===== src/rtl/spi3w_responder_if.sv =====
// SPI 3-wire responder bus bundle.
// Pin side plus register-access side.
interface spi3w_responder_if #(
  parameter int ADDR_W = 7,
  parameter int DATA_W = 8
);
  logic              sclk_in;
  logic              ss_in;
  logic              sdio_i;
  logic              sdio_o;
  logic              sdio_oe;
  logic [ADDR_W-1:0] reg_addr;
  logic [DATA_W-1:0] reg_wdata;
  logic              reg_we;
  logic              reg_re;
  logic [DATA_W-1:0] reg_rdata;
  logic              frame_err;

  modport slave (
    input  sclk_in, ss_in, sdio_i, reg_rdata,
    output sdio_o, sdio_oe, reg_addr,
    output reg_wdata, reg_we, reg_re, frame_err
  );

  modport master (
    output sclk_in, ss_in, sdio_i, reg_rdata,
    input  sdio_o, sdio_oe, reg_addr,
    input  reg_wdata, reg_we, reg_re, frame_err
  );
endinterface


===== src/rtl/spi3w_responder.sv =====
// SPI mode-0 3-wire register responder.
// Oversamples sclk/ss/sdio in the clk domain.
module spi3w_responder #(
  parameter int ADDR_W = 7,
  parameter int DATA_W = 8
) (
  input logic clk,
  input logic rst,
  spi3w_responder_if.slave bus
);
  localparam int CW = $clog2(ADDR_W + DATA_W + 2);

  typedef enum logic [2:0] {
    S_IDLE, S_CMD, S_WDATA, S_RDATA, S_DONE
  } state_t;

  logic [2:0] r_sclk_s;
  logic [2:0] r_ss_s;
  logic [1:0] r_sdio_s;

  state_t            r_state, w_state;
  logic [CW-1:0]     r_cnt, w_cnt;
  logic [ADDR_W-1:0] r_cmd, w_cmd;
  logic [DATA_W-1:0] r_shift, w_shift;
  logic [ADDR_W-1:0] r_addr, w_addr;
  logic [DATA_W-1:0] r_wdata, w_wdata;
  logic              r_we, w_we;
  logic              r_re, w_re;
  logic              r_ferr, w_ferr;
  logic              r_oe, w_oe;
  logic              r_o, w_o;
  logic              r_cap, w_cap;

  logic              w_sclk_rise, w_sclk_fall;
  logic              w_ss_rise, w_ss_fall;
  logic              w_bit;
  logic [ADDR_W:0]   w_cmd_nx;
  logic [DATA_W-1:0] w_shift_in;

  assign w_sclk_rise = r_sclk_s[1] & ~r_sclk_s[2];
  assign w_sclk_fall = ~r_sclk_s[1] & r_sclk_s[2];
  assign w_ss_rise   = r_ss_s[1] & ~r_ss_s[2];
  assign w_ss_fall   = ~r_ss_s[1] & r_ss_s[2];
  assign w_bit       = r_sdio_s[1];
  assign w_cmd_nx    = {r_cmd, w_bit};
  assign w_shift_in  = {r_shift[DATA_W-2:0], w_bit};

  // Two-flop synchronizers; third flop on sclk/ss for edges.
  always_ff @(posedge clk or posedge rst) begin
    if (rst) begin
      r_sclk_s <= '0;
      r_ss_s   <= '1;
      r_sdio_s <= '0;
    end else begin
      r_sclk_s <= {r_sclk_s[1:0], bus.sclk_in};
      r_ss_s   <= {r_ss_s[1:0], bus.ss_in};
      r_sdio_s <= {r_sdio_s[0], bus.sdio_i};
    end
  end

  // State and datapath registers; async reset drops sdio_oe at once.
  always_ff @(posedge clk or posedge rst) begin
    if (rst) begin
      r_state <= S_IDLE;
      r_cnt   <= '0;
      r_cmd   <= '0;
      r_shift <= '0;
      r_addr  <= '0;
      r_wdata <= '0;
      r_we    <= 1'b0;
      r_re    <= 1'b0;
      r_ferr  <= 1'b0;
      r_oe    <= 1'b0;
      r_o     <= 1'b0;
      r_cap   <= 1'b0;
    end else begin
      r_state <= w_state;
      r_cnt   <= w_cnt;
      r_cmd   <= w_cmd;
      r_shift <= w_shift;
      r_addr  <= w_addr;
      r_wdata <= w_wdata;
      r_we    <= w_we;
      r_re    <= w_re;
      r_ferr  <= w_ferr;
      r_oe    <= w_oe;
      r_o     <= w_o;
      r_cap   <= w_cap;
    end
  end

  // Frame sequencing: next state, strobes and shift control.
  // RDATA holds after the last bit until the next falling edge
  // so the initiator's final sample still sees a driven line.
  always_comb begin
    w_state = r_state;
    w_cnt   = r_cnt;
    w_cmd   = r_cmd;
    w_shift = r_shift;
    w_addr  = r_addr;
    w_wdata = r_wdata;
    w_we    = 1'b0;
    w_re    = 1'b0;
    w_ferr  = 1'b0;
    w_oe    = r_oe;
    w_o     = r_o;
    w_cap   = r_re;
    unique case (r_state)
      S_IDLE: begin
        w_oe = 1'b0;
        if (w_ss_fall) begin
          w_state = S_CMD;
          w_cnt   = '0;
          w_cmd   = '0;
        end
      end
      S_CMD: begin
        if (w_ss_rise) begin
          w_state = S_IDLE;
          w_cnt   = '0;
          w_ferr  = 1'b1;
        end else if (w_sclk_rise) begin
          w_cmd = w_cmd_nx[ADDR_W-1:0];
          if (r_cnt == CW'(ADDR_W)) begin
            w_addr  = w_cmd_nx[ADDR_W-1:0];
            w_cnt   = '0;
            w_shift = '0;
            w_re    = w_cmd_nx[ADDR_W];
            w_state = w_cmd_nx[ADDR_W] ? S_RDATA : S_WDATA;
          end else begin
            w_cnt = r_cnt + CW'(1);
          end
        end
      end
      S_WDATA: begin
        if (w_ss_rise) begin
          w_state = S_IDLE;
          w_cnt   = '0;
          w_ferr  = 1'b1;
        end else if (w_sclk_rise) begin
          w_shift = w_shift_in;
          if (r_cnt == CW'(DATA_W - 1)) begin
            w_we    = 1'b1;
            w_wdata = w_shift_in;
            w_cnt   = '0;
            w_state = S_DONE;
          end else begin
            w_cnt = r_cnt + CW'(1);
          end
        end
      end
      S_RDATA: begin
        if (w_ss_rise) begin
          w_state = S_IDLE;
          w_oe    = 1'b0;
          w_o     = 1'b0;
          w_ferr  = (r_cnt != CW'(DATA_W));
          w_cnt   = '0;
        end else if (r_cap) begin
          w_shift = bus.reg_rdata;
        end else if (w_sclk_fall) begin
          if (r_cnt == CW'(DATA_W)) begin
            w_oe    = 1'b0;
            w_o     = 1'b0;
            w_cnt   = '0;
            w_state = S_DONE;
          end else begin
            w_oe    = 1'b1;
            w_o     = r_shift[DATA_W-1];
            w_shift = {r_shift[DATA_W-2:0], 1'b0};
          end
        end else if (w_sclk_rise && r_cnt != CW'(DATA_W)) begin
          w_cnt = r_cnt + CW'(1);
        end
      end
      S_DONE: begin
        w_oe = 1'b0;
        if (w_ss_rise) w_state = S_IDLE;
      end
      default: begin
        w_state = S_IDLE;
        w_oe    = 1'b0;
      end
    endcase
  end

  assign bus.sdio_o    = r_o;
  assign bus.sdio_oe   = r_oe;
  assign bus.reg_addr  = r_addr;
  assign bus.reg_wdata = r_wdata;
  assign bus.reg_we    = r_we;
  assign bus.reg_re    = r_re;
  assign bus.frame_err = r_ferr;
endmodule

===== src/flat_wrapper.sv =====
// flat-port wrapper written by rule: the top's interface ports become plain ports
module spi3w_responder_flat 
#(
  parameter int ADDR_W = 7,
  parameter int DATA_W = 8
)
  (clk, rst, bus_sclk_in, bus_ss_in, bus_sdio_i, bus_reg_rdata, bus_sdio_o, bus_sdio_oe, bus_reg_addr, bus_reg_wdata, bus_reg_we, bus_reg_re, bus_frame_err);
  spi3w_responder_if #(.ADDR_W(ADDR_W), .DATA_W(DATA_W)) bus_i ();
  input logic clk;
  input logic rst;
  input wire logic [$bits(bus_i.sclk_in)-1:0] bus_sclk_in;
  input wire logic [$bits(bus_i.ss_in)-1:0] bus_ss_in;
  input wire logic [$bits(bus_i.sdio_i)-1:0] bus_sdio_i;
  input wire logic [$bits(bus_i.reg_rdata)-1:0] bus_reg_rdata;
  output wire logic [$bits(bus_i.sdio_o)-1:0] bus_sdio_o;
  output wire logic [$bits(bus_i.sdio_oe)-1:0] bus_sdio_oe;
  output wire logic [$bits(bus_i.reg_addr)-1:0] bus_reg_addr;
  output wire logic [$bits(bus_i.reg_wdata)-1:0] bus_reg_wdata;
  output wire logic [$bits(bus_i.reg_we)-1:0] bus_reg_we;
  output wire logic [$bits(bus_i.reg_re)-1:0] bus_reg_re;
  output wire logic [$bits(bus_i.frame_err)-1:0] bus_frame_err;
  assign bus_i.sclk_in = bus_sclk_in;
  assign bus_i.ss_in = bus_ss_in;
  assign bus_i.sdio_i = bus_sdio_i;
  assign bus_i.reg_rdata = bus_reg_rdata;
  assign bus_sdio_o = bus_i.sdio_o;
  assign bus_sdio_oe = bus_i.sdio_oe;
  assign bus_reg_addr = bus_i.reg_addr;
  assign bus_reg_wdata = bus_i.reg_wdata;
  assign bus_reg_we = bus_i.reg_we;
  assign bus_reg_re = bus_i.reg_re;
  assign bus_frame_err = bus_i.frame_err;
  spi3w_responder #(.ADDR_W(ADDR_W), .DATA_W(DATA_W)) u_core (.clk(clk), .rst(rst), .bus(bus_i));
endmodule

===== config.mk =====
export PLATFORM = sky130hd
export DESIGN_NAME = spi3w_responder_flat
export DESIGN_NICKNAME = d
export VERILOG_FILES = /design/src/rtl/spi3w_responder_if.sv /design/src/rtl/spi3w_responder.sv /design/src/flat_wrapper.sv
export SDC_FILE = /design/constraint.sdc
export NUM_CORES = 1
export LEC_CHECK = 0
export CORE_ASPECT_RATIO = 0.75
export CORE_MARGIN = 2
export CORE_UTILIZATION = 45
export CTS_CLUSTER_SIZE = 12
export DETAILED_ROUTE_END_ITERATION = 7
export PLACE_DENSITY = 0.7
export SLEW_MARGIN = 20
export SYNTH_ARGS = -nofsm -noshare
export SYNTH_HDL_FRONTEND = slang
export SYNTH_SLANG_ARGS = --single-unit
export TNS_END_PERCENT = 5

===== constraint.sdc =====
create_clock -name clk -period 2.1 [get_ports clk]
set_clock_uncertainty 0.15 [all_clocks]
set_input_delay 0.21 -clock clk [delete_from_list [all_inputs] [get_ports clk]]
set_output_delay 0.21 -clock clk [all_outputs]
set_load 0.005 [all_outputs]

# Yosys cells after proc, flatten, opt, wreduce, memory -nomap -nowiden
# Cells that the tools add are included.
dict set report totals {
  ff_bits 52
  inputBits 13
  out_inout_bits 20
}
dict set report op_classes {
  n_addsub 1
  n_eq_ne 28
  muxes 58
  n_bitwise 10
  n_reduce_logical 15
}
# operator n
set op_table {}
lappend op_table {{$mux 8} 9}
lappend op_table {{$mux 5} 9}
lappend op_table {{$mux 3} 12}
lappend op_table {{$ne 3x1->1 const B} 8}
lappend op_table {{$pmux 8 s3} 1}
lappend op_table {{$mux 7} 3}
lappend op_table {{$mux 1} 19}
lappend op_table {{$reduce_and 9->1} 2}
lappend op_table {{$pmux 3 s5} 1}
lappend op_table {{$pmux 5 s3} 1}
lappend op_table {{$pmux 7 s2} 1}
lappend op_table {{$reduce_and 4->1} 3}
lappend op_table {{$ne 2x1->1 const B} 5}
lappend op_table {{$ne 2x2->1 const B} 4}
lappend op_table {{$eq 3x2->1 const B} 2}
lappend op_table {{$not 1->1} 6}
lappend op_table {{$reduce_and 3->1} 2}
lappend op_table {{$reduce_and 6->1} 1}
lappend op_table {{$reduce_bool 3->1} 2}
lappend op_table {{$add 5x1->5 const B} 1}
lappend op_table {{$eq 5x3->1 const B} 1}
lappend op_table {{$eq 5x4->1 const B} 1}
lappend op_table {{$ne 5x4->1 const B} 1}
lappend op_table {{$and 1x1->1} 4}
lappend op_table {{other kinds (11)} 13}

# Longest topological paths before layout
# Gate-level depths: netlist (run 1).
dict set report depth {
  ltp_word 8
  mapped_depth 7
  ltp_nobuf 7
}

# Worst setup path before layout (run 1)
# No wires, ideal clock.
dict set report synth_path {
  path_kind {reg2reg}
  startpoint {reg u_core.r_cnt[1]}
  endpoint {reg u_core.r_shift[0]}
  t_arrival_ps 1586
  t_required_ps 1825
  slack_ps 239
  stages_incl_launch_ff 7
  n_path_buf 0
  path_cell_list {dfrtp_1 > ha_1 > and4bb_4 > a21oi_2 > a211oi_4 > nand2_4 > mux2_4}
}
dict set report synth_between {
  elab_chain_cells 3
  word_cells_on_any_way 5
}
# element line
set synth_rtl {}
lappend synth_rtl {{start: declaration} spi3w_responder.sv:22} ;# logic [CW-1:0] r_cnt, w_cnt;
lappend synth_rtl {{start signal: assignment} spi3w_responder.sv:78} ;# r_cnt <= w_cnt;
lappend synth_rtl {{$eq 5x4->1 or $eq 5x3->1 (tied branches)} {spi3w_responder.sv:162, spi3w_responder.sv:124}}
lappend synth_rtl {{$ne 3x2->1 (no line) or $ne 2x1->1 (tied branches)} --}
lappend synth_rtl {{$reduce_and 9->1 (no line) *} --}
lappend synth_rtl {{end signal: assignment} spi3w_responder.sv:80} ;# r_shift <= w_shift;
lappend synth_rtl {{end: declaration} spi3w_responder.sv:24} ;# logic [DATA_W-1:0] r_shift, w_shift;
# Mark *: on every way between the ends. The rest lies on a longest branch, timed or not.
# A chain may end at the register's enable or synchronous reset.

# Worst setup path in the final report (run 1)
dict set report layout_path {
  startpoint {reg u_core.r_cnt[0]}
  endpoint {reg u_core.r_shift[5]}
}
# Same word-level chain as after synthesis.

==> impl_metrics.ini, run 1 <==
[timing]
finalMaxSlewViolations = 0
fmax_mhz = 493
rsz0062_at_grt = false
setup_viol = 0
tns_ps = 0
max_slew.worst_pin.slew_ps = 403
finalHoldViolCount = 0
period_share = 0.966
timing.final.crit_period_ps = 2030
maxSlewHeadroom = 0.731

[critical_path]
critPathCapture = u_core.r_shift[5]$_DFFE_PP0P_
reg2reg_from = u_core.r_cnt[0]$_DFFE_PP0P_
rrSetupSlack_ps = 70
critical_path.slowest_cell = dfrtp_1
critPathArrivalTime_ps = 2070
end_kind = flip-flop
crit_path_start = u_core.r_cnt[0]$_DFFE_PP0P_
crit_required_ps = 2140
r2r_end = u_core.r_shift[5]$_DFFE_PP0P_
path_cells = ha_2 > and4bb_4 > a21oi_2 > a211oi_4 > nand2_4 > mux2_4
max_stage_delay_ps = 390
path_max_fanout = 8
critical_path_class = flip-flop to flip-flop
ff2ff_path_depth = 6
startpoint_type = flip-flop

[synthesis]
yosysSeqAreaShare = 0.525
synthTopCellsByArea = dfrtp_1, mux2_2, mux2_4
synth_fp_nets = 224
yosys_warnings = 0
yosysTopAreaCell = dfrtp_1
synth.ff_latch_count = 52
synthArstFlopShare = 1.00
synth_edf_count = 0
synth_cells = 209
synth.distinct_cells = 57
postSynthAreaPerCell_um2 = 11.9
synth.top_cell.area_share = 0.493
synth_flop_cell = dfrtp_1
netlist_area_mm2 = 0.00249

[final_layout]
multi_input_area_mm2 = 0.00111
nFillCells = 452
nets = 268
drive_gt1_frac = 0.260
fin_util = 0.577
area_delta_synth_final_pct = 23.6
final-seq-area_mm2 = 0.00131
layout_common_cells = dfrtp_1, clkdlybuf4s50_1, nand2_1
diodes = 0
final_common_cell = dfrtp_1

[grt]
grt.total_usage = 0.167
grt_max_degree = 30
grt_pass1_vias = 1643
antenna_found_initial = 0
grt-ovfl-total = 0
grt_pass1_wl_mm = 8.01

[pwr]
power.leakage_uw = 0.00140
p_total_uw = 3140
vdd_ir_drop_max_mv = 0.409
power_density_mw_per_mm2 = 1020

[run_status]
status = finished, final reports clean

[drt]
post_drt_wl_per_cell_um = 14.6
drc = 0
ant_nets = 0
viasPerCell = 5.18
drt_first_pass_iters = 4
drt_iter0_drc = 150
drt-total-wl_mm = 4.80
vias = 1704

[die]
io_pins = 33
die_area_mm2 = 0.00614
fp-row-count = 23
initial_core_util = 0.467
die_y_um = 68.4
chipWidth_um = 89.9
core-area_mm2 = 0.00532

[placement]
port_buffers = 32
dp_hpwl_mm = 3.44
place.gp.congestion = 0.889

[cts]
cts_root_buffer = clkbuf_8
clock_sinks = 52
clk-insertion-delay-late_ps = 310
h-tree-depth = 2
cts-buffers-inserted = 5
clockBufferDepth = 2
cts_tree = built
clkTransAtPathRegs_ps = 90

[worst_hold_path]
min_path_type = primary input to flip-flop

[job]
max_cap_viol_count = 0
[per-stage QoR]
stage               instances  hold slack (ps)  area, um^2  setup slack, ps
floorplan                 209             64.5        2490              239
detailed placement        319              186        2930             54.3
global route              329              147        3070             4.75
global placement          319              182        2930              119
finish                    329              150        3070             72.1
CTS                       328              149        3060             40.5
[critical path: cells and delay by family, from the launching register on]
kind,cells,cell delay (ps)
adders and majority gates,1,230
AOI/OAI and AO/OA,2,360
and+or+nand+nor,2,460
DFF,1,390
muxes,1,330
[what timing repair did]
item	in CTS	in global routing
setup endpoints to repair	0	8
hold buffers	1	0
setup buffers	0	1
hold endpoints to repair	10	0
resized for setup	0	2
[synth_stat cells (2+ instances only)]
library cell	count
dfrtp_1	49
mux2i_1	2
nand3_1	3
ha_1	2
a22o_1	9
and2b_1	2
o21ai_1	4
o22ai_1	2
a21oi_2	2
dfstp_2	3
nand2b_1	5
and3_1	2
buf_2	2
nor2_1	12
a211o_1	2
o22ai_2	2
o21ai_0	4
inv_1	8
a21oi_1	10
nand2_1	26
mux2_2	15
mux2_4	8
[state kept, by name, summed over array words and instances, names as in the netlist]
name,cells
u_core.bus.frame_err,1
u_core.bus.reg_addr,7
u_core.bus.reg_re,1
u_core.bus.reg_wdata,8
u_core.bus.reg_we,1
u_core.bus.sdio_o,1
u_core.bus.sdio_oe,1
u_core.r_cap,1
u_core.r_cmd,7
u_core.r_cnt,5
u_core.r_sclk_s,3
u_core.r_sdio_s,2
u_core.r_shift,8
u_core.r_ss_s,3
u_core.r_state,3
[power by group]
part	switching [uW]	leakage (uW)	internal, uW
combinational	535	0.000645	547
clock	330	0.0000614	390
sequential	181	0.000694	1160
total	1050	0.00140	2100
[worst min path at each step]
stage	from	endpoint	slack [ps]	cells past startpoint
6_report	bus_ss_in	u_core.r_ss_s[0]$_DFF_PP1_	150	1
5_1_grt	bus_ss_in	u_core.r_ss_s[0]$_DFF_PP1_	150	1
4_1_cts	bus_ss_in	u_core.r_ss_s[0]$_DFF_PP1_	150	1
3_5_place_dp	u_core.r_sclk_s[0]$_DFF_PP0_	u_core.r_sclk_s[1]$_DFF_PP0_	190	0
3_3_place_gp	u_core.r_sdio_s[0]$_DFF_PP0_	u_core.r_sdio_s[1]$_DFF_PP0_	180	0
2_1_floorplan	bus_ss_in	u_core.r_ss_s[0]$_DFF_PP1_	60	0
[per-layer routing]
metal | routed length [um] | track usage | up-vias
met4 | 51 | 0.0596 | 0
met1 | 2480 | 0.245 | 836
li1 | - | - | 824
met5 | 0 | 0 | -
met2 | 2080 | 0.246 | 39
met3 | 195 | 0.0385 | 5
[cell families after synthesis]
kind of cell | share of synthesized area
xor gates and xnor gates | 0.00352
and+or+nand+nor | 0.162
AOI/OAI and AO/OA | 0.142
buffers and inverters | 0.0327
muxes | 0.124
DFF | 0.525
adders and majority gates | 0.0101
[layout make-up]
cell class,count,area share
repair buffers,43,0.136
clock inverters,2,0.0126
well taps,75,0.0305
flip-flops and latches,52,0.425
multi-input cells,143,0.360
inverters,8,0.00977
clock buffers,6,0.0269
Power figures use the tool's default switching activity.
==> inputs of run 2 (changes only) <==
--- a/config.mk
+++ b/config.mk
@@ -10,7 +10,7 @@
 export CORE_UTILIZATION = 45
 export CTS_CLUSTER_SIZE = 12
 export DETAILED_ROUTE_END_ITERATION = 7
-export PLACE_DENSITY = 0.7
+export PLACE_DENSITY = 0.71
 export SLEW_MARGIN = 20
 export SYNTH_ARGS = -nofsm -noshare
 export SYNTH_HDL_FRONTEND = slang
==> run 2 against run 1 <==
Net effect: global-route usage decreased by 0.18 points; sequential cell count unchanged; register-to-register slack barely moved; clock power shrank 20%; total power is 4.9% lower; first-iteration DRC count increased by 19%; largest cell class unchanged; via count grew 0.53%.
==> impl_metrics.ini, run 2 (synthesis gave the netlist of run 1 again) <==
[run_status]
status = finished, final reports clean

[timing]
maxSlewHeadroom = 0.724
finalMaxSlewViolations = 0
max_slew.worst_pin.slew_ps = 415
setup_viol = 0
fin_ws_ps = 70.5
fmax_mhz = 493
finalHoldViolCount = 0
tns_ps = 0
holdWs_ps = 111
rsz0062_at_grt = true
timing.final.crit_period_ps = 2030
period_share = 0.966

[critical_path]
critical_path_class = flip-flop to flip-flop
crit_required_ps = 2140
path_cells = ha_2 > and4bb_4 > a21oi_2 > a211oi_4 > nand2_4 > mux2_4
critPathArrivalTime_ps = 2070
end_kind = flip-flop
path_max_fanout = 8
max_stage_delay_ps = 400
startpoint_type = flip-flop
critical_path.slowest_cell = dfrtp_1

[drt]
ant_nets = 0
post_drt_wl_per_cell_um = 14.5
drc = 0
viasPerCell = 5.24
drt_iter0_drc = 178
drt_first_pass_iters = 4
vias = 1713
drt-total-wl_mm = 4.74

[grt]
grt_max_degree = 53
antenna_found_initial = 0
grt.total_usage = 0.166
grt_pass1_vias = 1626
grt-ovfl-total = 0
gr-usage-met1 = 0.237
grt_use_met3 = 0.0363
grt_pass1_wl_mm = 8.02
use_met2 = 0.261
busiest_layer = met2

[placement]
postPlaceCellArea_mm2 = 0.00292
dp_hpwl_mm = 3.35
place.gp.congestion = 0.862
port_buffers = 32
dp_slack_ps = 87.8

[die]
die_area_mm2 = 0.00614
chipWidth_um = 89.9
io_pins = 33
fp-row-count = 23
core-area_mm2 = 0.00532
initial_core_util = 0.467
die_y_um = 68.4

[final_layout]
layout_common_cells = dfrtp_1, clkdlybuf4s50_1, nand2_1
diodes = 0
multi_input_area_mm2 = 0.00110
final-seq-area_mm2 = 0.00131
nets = 266
drive_gt1_frac = 0.258
design_area_mm2 = 0.00303
area_delta_synth_final_pct = 21.6
final_common_cell = dfrtp_1
nFillCells = 441

[cts]
clkTransAtPathRegs_ps = 100
clockBufferDepth = 2
cts_tree = built
h-tree-depth = 2
cts_root_buffer = clkbuf_8
cts_hold_buf = 0
cts-buffers-inserted = 5
clk-insertion-delay-late_ps = 300
clock_sinks = 52

[job]
max_cap_viol_count = 0

[pwr]
power_density_mw_per_mm2 = 987
power.leakage_uw = 0.00137
p_total_uw = 2990
vdd_ir_drop_max_mv = 0.388

[worst_hold_path]
min_path_type = primary input to async pin
[run 2: changes by cell type in the layout (fill, tap and decap cells not counted), sizes merged]
cell	before	now
clkinvlp	0	2
clkbuf	6	5
bufinv	1	0
buf	10	9
dlygate4sd3	1	0
[run 2: layout make-up]
class	instances	share of cell area
tap	75	0.0310
sequential	52	0.431
timing repair buffer	41	0.132
multi-input combinational	143	0.365
clock inverter	3	0.00786
inverter	8	0.00993
clock buffer	5	0.0227
[run 2: per-stage QoR]
step,std cells,utilization
floorplan,209,-
global placement,318,0.549
detailed placement,318,0.549
CTS,326,0.566
global route,327,0.568
finish,327,0.568
[run 2: path summary, 6_finish.rpt]
| kind | to | start | slack [ps] | cells past startpoint |
|---|---|---|---|---|
| worst max-delay path | u_core.r_shift[4]$_DFFE_PP0P_ | u_core.r_cnt[0]$_DFFE_PP0P_ | 70 | 6 |
| worst min-delay path | u_core.bus.reg_wdata[0]$_DFFE_PP0P_ | rst | 110 | 3 |
| worst max register to register | u_core.r_shift[4]$_DFFE_PP0P_ | u_core.r_cnt[0]$_DFFE_PP0P_ | 70 | 6 |
| worst min register to register | u_core.r_sdio_s[1]$_DFF_PP0_ | u_core.r_sdio_s[0]$_DFF_PP0_ | 210 | 0 |
| max in group asynchronous | u_core.r_ss_s[0]$_DFF_PP1_ | rst | 1410 | 3 |
| min in group clk | u_core.r_ss_s[0]$_DFF_PP1_ | bus_ss_in | 160 | 1 |
[run 2: critical path: cells and delay by family (launching register included)]
family          cells  cell delay (ps)
simple gates        2              470
flops               1              400
compound gates      2              350
mux                 1              330
fa+ha+maj           1              230
[run 2: where the power goes]
part	total [uW]	switching, uW	internal [uW]
registers	1350	187	1160
clock network	573	336	237
logic	1070	527	541
[run 2: timing repair]
item | in CTS | in global routing
gates resized for setup | 0 | 2
setup endpoints to repair | 0 | 12
buffers inserted | 0 | 1
[run 2: layer usage]
layer	share of wire	wire, um
met2	0.44	2090
met5	0	0
met3	0.044	206
met1	0.51	2400
met4	0.0070	33
==> inputs of run 3 (changes only) <==
--- a/config.mk
+++ b/config.mk
@@ -6,7 +6,7 @@
 export NUM_CORES = 1
 export LEC_CHECK = 0
 export CORE_ASPECT_RATIO = 0.75
-export CORE_MARGIN = 2
+export CORE_MARGIN = 4
 export CORE_UTILIZATION = 45
 export CTS_CLUSTER_SIZE = 12
 export DETAILED_ROUTE_END_ITERATION = 7
==> constraint.sdc (replaced) <==
create_clock -name clk -period 2.1 [get_ports clk]
set_clock_uncertainty 0.15 [all_clocks]
set_input_delay 0.42 -clock clk [delete_from_list [all_inputs] [get_ports clk]]
set_output_delay 0.42 -clock clk [all_outputs]
set_load 0.005 [all_outputs]
==> run 3 against run 2 <==
Net effect: routed wire length up 2.6%; combinational power about the same; final cell count decreased by 0.61%; sequential share of layout area decreased by 0.27 points; critical path type unchanged; largest power group unchanged.
==> impl_metrics.ini, run 3 (synthesis gave the netlist of run 1 again) <==
[cts]
cts_hold_buf = 0
cts_tree = built
clockBufferDepth = 2
cts-buffers-inserted = 5
h-tree-depth = 2
clkTransAtPathRegs_ps = 100
clk-insertion-delay-late_ps = 300
cts_setup_buffers = 0
cts_resized = 0
cts_root_buffer = clkbuf_8
clock_sinks = 52

[final_layout]
drive_gt1_frac = 0.260
multi_input_area_mm2 = 0.00112
final-seq-area_mm2 = 0.00131
final_common_cell = dfrtp_1
diodes = 0
area_delta_synth_final_pct = 22.6
nets = 264
layout_common_cells = dfrtp_1, clkdlybuf4s50_1, nand2_1
design_area_mm2 = 0.00305
nFillCells = 451

[critical_path]
reg2reg_from = u_core.r_ss_s[2]$_DFF_PP1_
path_cells = nand2b_1 > nand2_1 > a211oi_4 > nand2_4 > mux2_4
critical_path.slowest_cell = dfstp_2
critical_path_class = flip-flop to flip-flop
critPathArrivalTime_ps = 2050
cp_top_family = simple AND/OR/NAND/NOR gates
ff2ff_path_depth = 5
critPathCapture = u_core.r_shift[7]$_DFFE_PP0P_
end_kind = flip-flop
path_max_fanout = 8
r2r_end = u_core.r_shift[7]$_DFFE_PP0P_
max_stage_delay_ps = 540
crit_required_ps = 2140
cp_num_buf_inv = 0
startpoint_type = flip-flop
rrSetupSlack_ps = 90
cp.depth = 5
crit_path_start = u_core.r_ss_s[2]$_DFF_PP1_

[timing]
rsz0062_at_grt = false
fmax_mhz = 498
period_share = 0.955
fin_ws_ps = 93.6
maxSlewHeadroom = 0.717
setup_viol = 0
finalMaxSlewViolations = 0
holdWs_ps = 207
finalHoldViolCount = 0
timing.final.crit_period_ps = 2010
tns_ps = 0
max_slew.worst_pin.slew_ps = 420

[die]
die_area_mm2 = 0.00679
die_y_um = 72.4
core-area_mm2 = 0.00535
io_pins = 33
chipWidth_um = 93.9
fp-row-count = 23
initial_core_util = 0.465

[drt]
drt-total-wl_mm = 4.86
viasPerCell = 5.37
drc = 0
ant_nets = 0
drt_first_pass_iters = 4
post_drt_wl_per_cell_um = 14.9
drt_iter0_drc = 143
vias = 1745

[pwr]
power_density_mw_per_mm2 = 1020
vdd_ir_drop_max_mv = 0.578
p_comb_frac = 0.343
p_int_uw = 2060
power_switching_uw = 1060
power.leakage_uw = 0.00137
clock_power_share = 0.223
seqPwrFrac = 0.434
p_sw_frac = 0.340

[grt]
grt.total_usage = 0.159
grt_pass1_vias = 1805
antenna_found_initial = 0
grt_pass1_wl_mm = 8.66
grt_max_degree = 53
grt-ovfl-total = 0

[job]
max_cap_viol_count = 0

[placement]
dp_slack_ps = 105
place.gp.congestion = 0.941
port_buffers = 32
postPlaceCellArea_mm2 = 0.00292
dp_hpwl_mm = 3.39

[run_status]
status = finished, final reports clean

[worst_hold_path]
min_path_type = flip-flop to flip-flop
-- run 3: routing by layer --
metal | vias to the layer above | share of wire | global-route usage
met5 | - | 0 | 0
met2 | 54 | 0.43 | 0.237
met4 | 0 | 0.011 | 0.0497
met3 | 7 | 0.068 | 0.0415
met1 | 865 | 0.49 | 0.229
li1 | 819 | - | -
-- run 3: how the worst min path moves through the flow --
stage / from / endpoint / slack [ps] / cells after the start
6_report: u_core.r_sdio_s[0]$_DFF_PP0_ / u_core.r_sdio_s[1]$_DFF_PP0_ / 210 / 0
3_5_place_dp: u_core.r_sdio_s[0]$_DFF_PP0_ / u_core.r_sdio_s[1]$_DFF_PP0_ / 180 / 0
3_3_place_gp: u_core.r_sdio_s[0]$_DFF_PP0_ / u_core.r_sdio_s[1]$_DFF_PP0_ / 180 / 0
5_1_grt: u_core.r_ss_s[0]$_DFF_PP1_ / u_core.r_ss_s[1]$_DFF_PP1_ / 220 / 0
2_1_floorplan: u_core.r_sclk_s[0]$_DFF_PP0_ / u_core.r_sclk_s[1]$_DFF_PP0_ / 180 / 0
4_1_cts: u_core.r_sdio_s[0]$_DFF_PP0_ / u_core.r_sdio_s[1]$_DFF_PP0_ / 210 / 0
-- run 3: power groups by stage --
stage	clock [uW]	combinational (uW)	sequential (uW)
global route	752	1180	1380
global placement	0	1040	1360
finish	694	1070	1350
CTS	720	1050	1350
floorplan	0	914	1260
detailed placement	0	1040	1370
-- run 3: area by class of cell --
class,instances,area share
sequential,52,0.429
multi-input combinational,143,0.367
inverter,8,0.00984
clock inverter,3,0.0152
timing repair buffer,39,0.126
tap,75,0.0308
clock buffer,5,0.0226
-- run 3: through the flow --
| stage | std cells | power [uW] | util |
|---|---|---|---|
| detailed placement | 317 | 2410 | 0.545 |
| finish | 325 | 3120 | 0.570 |
| global route | 325 | 3310 | 0.570 |
| global placement | 317 | 2400 | 0.545 |
| floorplan | 209 | 2170 | - |
| CTS | 325 | 3120 | 0.566 |
-- run 3: worst register-to-register path, stage by stage, from the launching register on --
cell and delay [ps]:
dfstp_2 540, nand2b_1 280, nand2_1 180, a211oi_4 270
nand2_4 160, mux2_4 320
